<file path="config.mk">
export PLATFORM = sky130hd
export DESIGN_NAME = spi_flash_rd
export DESIGN_NICKNAME = d
export VERILOG_FILES = /design/src/rtl/spi_flash_rd.sv
export SDC_FILE = /design/constraint.sdc
export NUM_CORES = 1
export LEC_CHECK = 0
export ABC_CLOCK_PERIOD_IN_PS = 3800
export CORE_AREA = 2 2 117 119
export DETAILED_ROUTE_END_ITERATION = 10
export DIE_AREA = 0 0 119 121
export DONT_BUFFER_PORTS = 1
export HOLD_SLACK_MARGIN = 0.1
export PLACE_DENSITY_LB_ADDON = 0.1
export SETUP_SLACK_MARGIN = 0.4
export SLEW_MARGIN = 40
export SYNTH_ARGS = -nofsm -noshare
export SYNTH_HDL_FRONTEND = slang
export SYNTH_SLANG_ARGS = --single-unit
</file>
<file path="constraint.sdc">
create_clock -name clk -period 3.8 [get_ports clk]
set_input_delay 0.76 -clock clk [delete_from_list [all_inputs] [get_ports clk]]
set_output_delay 0.76 -clock clk [all_outputs]
set_load 0.02 [all_outputs]
</file>
<file path="src/rtl/spi_flash_rd.sv">
// spi_flash_rd: single-IO SPI flash read controller.
// Sends a one-shot 0xAB wake-up frame after reset. It then serves each 32-bit
// bus read with a JEDEC READ (0x03) frame: 8 opcode bits, 24 address bits,
// then 32 data bits returned as a little-endian word.
module spi_flash_rd (
  input  logic        clk,
  input  logic        resetn,
  input  logic        mem_valid,
  output logic        mem_ready,
  input  logic [23:0] mem_addr,
  output logic [31:0] mem_rdata,
  output logic        flash_csb,
  output logic        flash_clk,
  output logic        flash_io0_oe,
  output logic        flash_io0_do,
  output logic        flash_io1_oe,
  output logic        flash_io1_do,
  input  logic        flash_io1_di,
  output logic        flash_io2_oe,
  output logic        flash_io2_do,
  output logic        flash_io3_oe,
  output logic        flash_io3_do
);

  localparam logic [7:0] CMD_READ = 8'h03;
  localparam logic [7:0] CMD_WAKE = 8'hAB;

  typedef enum logic [2:0] {
    S_WAKE,
    S_WAKE_GAP,
    S_IDLE,
    S_XFER,
    S_DONE
  } state_t;

  state_t      state;
  logic [5:0]  bit_cnt;  // SPI bit index in XFER; step counter in WAKE/WAKE_GAP
  logic        phase;    // 0: flash_clk low, new bit on io0; 1: flash_clk high
  logic [31:0] tx_sr;    // opcode + address, bit 31 is the bit currently on io0
  logic [31:0] rx_sr;    // received data bits, first received bit ends up in bit 31
  logic [31:0] rx_next;
  logic [3:0]  wake_idx;

  // io1 is MISO (input only); WP#/HOLD# are held inactive (high) at all times.
  assign flash_io1_oe = 1'b0;
  assign flash_io1_do = 1'b0;
  assign flash_io2_oe = 1'b1;
  assign flash_io2_do = 1'b1;
  assign flash_io3_oe = 1'b1;
  assign flash_io3_do = 1'b1;

  // Receive shift including the bit being sampled on this edge, so the final
  // data bit can go straight into mem_rdata on the same edge.
  assign rx_next  = {rx_sr[30:0], flash_io1_di};
  // In WAKE, step 0 is the csb-setup cycle; steps 1..16 are the 8 bit pairs.
  assign wake_idx = 4'(bit_cnt - 6'd1);

  // Main controller FSM; all flash and bus outputs are registered here.
  always_ff @(posedge clk or negedge resetn) begin
    if (!resetn) begin
      state        <= S_WAKE;
      bit_cnt      <= 6'd0;
      phase        <= 1'b0;
      tx_sr        <= 32'd0;
      rx_sr        <= 32'd0;
      flash_csb    <= 1'b1;
      flash_clk    <= 1'b0;
      flash_io0_oe <= 1'b0;
      flash_io0_do <= 1'b0;
      mem_ready    <= 1'b0;
      mem_rdata    <= 32'd0;
    end else begin
      case (state)
        S_WAKE: begin
          if (bit_cnt == 6'd17) begin
            state        <= S_WAKE_GAP;
            bit_cnt      <= 6'd0;
            flash_csb    <= 1'b1;
            flash_clk    <= 1'b0;
            flash_io0_oe <= 1'b0;
            flash_io0_do <= 1'b0;
          end else begin
            bit_cnt      <= bit_cnt + 6'd1;
            flash_csb    <= 1'b0;
            flash_io0_oe <= 1'b1;
            if (bit_cnt == 6'd0) begin
              // csb-setup cycle: MSB already on io0 before the first clock rise
              flash_clk    <= 1'b0;
              flash_io0_do <= CMD_WAKE[7];
            end else begin
              flash_clk    <= wake_idx[0];
              flash_io0_do <= CMD_WAKE[~wake_idx[3:1]];
            end
          end
        end

        S_WAKE_GAP: begin
          // Two cycles of csb high before the first read may start
          if (bit_cnt[0]) begin
            state   <= S_IDLE;
            bit_cnt <= 6'd0;
          end else begin
            bit_cnt <= 6'd1;
          end
        end

        S_IDLE: begin
          if (mem_valid && !mem_ready) begin
            state        <= S_XFER;
            bit_cnt      <= 6'd0;
            phase        <= 1'b0;
            tx_sr        <= {CMD_READ, mem_addr & 24'hFF_FFFC};
            flash_csb    <= 1'b0;
            flash_clk    <= 1'b0;
            flash_io0_oe <= 1'b1;
            flash_io0_do <= CMD_READ[7];
          end
        end

        S_XFER: begin
          if (!phase) begin
            phase     <= 1'b1;
            flash_clk <= 1'b1;
          end else begin
            phase     <= 1'b0;
            flash_clk <= 1'b0;
            if (bit_cnt[5]) begin
              rx_sr <= rx_next;
            end
            if (bit_cnt == 6'd63) begin
              state        <= S_DONE;
              flash_csb    <= 1'b1;
              flash_io0_oe <= 1'b0;
              flash_io0_do <= 1'b0;
              mem_ready    <= 1'b1;
              // First received byte lands in the low byte of the word
              mem_rdata    <= {rx_next[7:0], rx_next[15:8],
                               rx_next[23:16], rx_next[31:24]};
            end else begin
              bit_cnt <= bit_cnt + 6'd1;
              tx_sr   <= {tx_sr[30:0], 1'b0};
              if (bit_cnt < 6'd31) begin
                flash_io0_oe <= 1'b1;
                flash_io0_do <= tx_sr[30];
              end else begin
                // Data phase: release MOSI and keep it low
                flash_io0_oe <= 1'b0;
                flash_io0_do <= 1'b0;
              end
            end
          end
        end

        S_DONE: begin
          // Requests seen here are ignored; this keeps csb high for 2 cycles
          mem_ready <= 1'b0;
          state     <= S_IDLE;
        end

        default: begin
          state <= S_IDLE;
        end
      endcase
    end
  end

endmodule

</file>
==> results.md <==
* Status: complete, no violations
* Kind of critical path: flip-flop to flip-flop
* Initial antenna violation count at 0
* Clk Tree Root Cell: clkbuf_16
* Main synth FF type: dfrtp_1
* Final setup fails at 0
* Largest family of logic cells by synthesized area: multiplexers
* Seq/Total Area, Yosys at 0.5895
* Slew HR at 0.5377
* CTS H-tree depth at 3
* TritonCTS buffer count at 9
* CP delay by family, top: compound AO/OA/AOI/OAI gates
* Leak pwr at 2.383 nW
* Synth Warn # at 0
* Count leader, synth: dfrtp_1
* Yosys top cell by area: dfrtp_1
* Share of the synthesized area in the top cell type at 0.5837
* CP bufs+invs at 0
* Crit-path cells: ha_1, and4_1, nand2_1, o21ai_1, nor2_1, a22o_1
* Adder-cell share of the synthesized area at 0.01101
* Fin nets at 407
* Clock Sinks at 107
* Ports at 71
* Vias in the first global route at 2,726
* Mux contribution to synthesized area at 0.1583
* Post-synthesis compound-gate area fraction at 0.1035
* Setup Skew at 0.007865 ns
* DRT antenna net count at 0
* CTS max path bufs at 2
* Largest cells by area after synthesis: dfrtp_1 (58%), mux2_2 (15%), nand2_1 (4.5%)
* Grt ovf at 0
* Synth Area in XOR/XNOR at 0
* N_diodes at 0
* Worst setup EP type: flip-flop
* Startpoint Class: flip-flop
* First-pass GRT wire length at 14.29 mm
* Least-Margin Pin Slew at 0.6894 ns
* Simple-gate area share of the yosys netlist at 0.09802
* First-pass iteration count of the detailed router at 4
* Highest clock rate at 421.6 MHz
* Post-route minimum period at 2.372 ns
* Synth-to-Final Area Change at 10.05%
* Max-cap viol count at 0
* # DRC at 0
* WL final at 8.509 mm
* Fin area at 0.005001 mm2
* Via density at 5.004
* Overall routing resource usage at 0.1274
* Final Hold Fails at 0
* Rows at 42
* VDD IR max at 0.2719 mV
* PortBufs at 0
* Placed inst area at 0.004667 mm2
* CP arrival at 2.61 ns
* Final Max Slew Viols at 0
* Die Span Y at 121 um
* PD cells at 656.7 mW/mm2
* CTS tree: built
* Worst hold-check path type: input port to asynchronous set/reset pin
* Crit path largest cell delay at 0.53 ns
* Placer congestion estimate at 0.8096
* CP required at 4.04 ns
* Routed vias at 2,782
* Synth async-reset ratio at 1.000
* Share of cells above drive strength 1 at 0.2289
* Setup TNS at 0 ns
* Slowest cell on the critical path: dfrtp_1
* Core Region at 0.01309 mm2
* Full die area at 0.01440 mm2
* Post-Synthesis Cells at 385
* DIE WIDTH at 119 um
* Drt wl/cell at 15.30 um
* EDFF count, synth at 0
* Postcts setup bufs at 0
* Synthesized cell area at 0.004544 mm2
* DR iter-0 viols at 191
* Largest net degree at the start of global routing at 107
* Post-synth cell types at 42
* RSZ-0062 raised after global routing: no
* Reg clk slew, reported paths at 0.07 ns
* Detail Placement HPWL at 5.285 mm
* Post-Synthesis Mean Instance Area at 11.80 um2
* CP Max Fanout at 10
* Initial Util at 0.3473
* Synth top cells by count: dfrtp_1 (106), mux2_2 (62), nand2_1 (55)
* Yosys reg bits at 107
* Period utilisation layout at 0.6243
* Worst-Skew Late Latency at 0.35 ns
[area by class of cell]
type / count / area, um2
clock inverter: 6 / 75.07
fill: 1268 / 8084
sequential: 107 / 2679
multi-input combinational: 247 / 1725
timing repair buffer: 4 / 50.05
clock buffer: 10 / 229.0
inverter: 6 / 22.52
tap: 176 / 220.2
[logic make-up after synthesis]
logic type	count (synthesis)
flip-flops	107
AND/OR/NAND/NOR	105
AO/OA/AOI/OAI	68
multiplexers	64
buffers and inverters	35
adder cells (fa/ha/maj)	4
other	2
[where the power goes]
| part | switching [mW] | leakage (nW) | internal, mW | total [mW] |
|---|---|---|---|---|
| clock network | 0.436 | 0.145 | 0.520 | 0.956 |
| registers | 0.177 | 1.39 | 1.34 | 1.52 |
| logic | 0.496 | 0.848 | 0.314 | 0.811 |
| total | 1.11 | 2.38 | 2.17 | 3.28 |
[worst paths after layout]
kind / end / slack (ns) / start / cells after the start
min in group clk: tx_sr[27] / 0.49 / tx_sr[26] / 1
max: bit_cnt[2] / 1.43 / bit_cnt[0] / 6
max reg2reg: bit_cnt[2] / 1.43 / bit_cnt[0] / 6
max in group asynchronous: tx_sr[26] / 3.01 / resetn / 1
min: flash_csb / 0.25 / resetn / 0
min reg2reg: tx_sr[27] / 0.49 / tx_sr[26] / 1
[layout by cell type, fill, tap and decap left out, types with 4 or more instances in the layout]
| cell type | count |
|---|---|
| dfrtp_1 | 106 |
| mux2_2 | 62 |
| nand2_1 | 54 |
| nor2_1 | 28 |
| a31oi_1 | 23 |
| a21oi_1 | 9 |
| o21ai_0 | 9 |
| clkbuf_16 | 9 |
| a22o_1 | 7 |
| inv_1 | 6 |
| conb_1 | 6 |
| a211oi_1 | 5 |
| nand3_1 | 5 |
| ha_1 | 4 |
[layer usage]
layer,vias up,part of all wire,track usage
li1,1321,-,-
met1,1392,0.49,0.1729
met2,54,0.45,0.1879
met3,15,0.042,0.03383
met4,0,0.021,0.06473
met5,-,0,0
[timing repair]
item | 4_1_cts | 5_1_grt
resized for setup | 0 | 0
hold buffers | 1 | 0
hold endpoints to repair | 106 | 0
[per-stage QoR]
step / utilization / total power [mW] / setup slack (ns) / std cells / hold slack [ns]
2_1_floorplan: - / 2.171 / 1.528 / 389 / 0.4606
3_5_place_dp: 0.3567 / 2.338 / 1.336 / 539 / 0.4692
3_3_place_gp: 0.3561 / 2.315 / 1.332 / 539 / 0.4692
6_report: 0.3822 / 3.284 / 1.428 / 556 / 0.2452
4_1_cts: 0.3820 / 3.346 / 1.316 / 556 / 0.2243
5_1_grt: 0.3822 / 3.538 / 1.216 / 556 / 0.2211
[sequential cells by signal (all words and copies together), names as in the netlist, 3 cells and up]
register and flops:
rx_sr 31, tx_sr 29, state 3, mem_rdata 32
bit_cnt 6
Power figures use the tool's default switching activity.
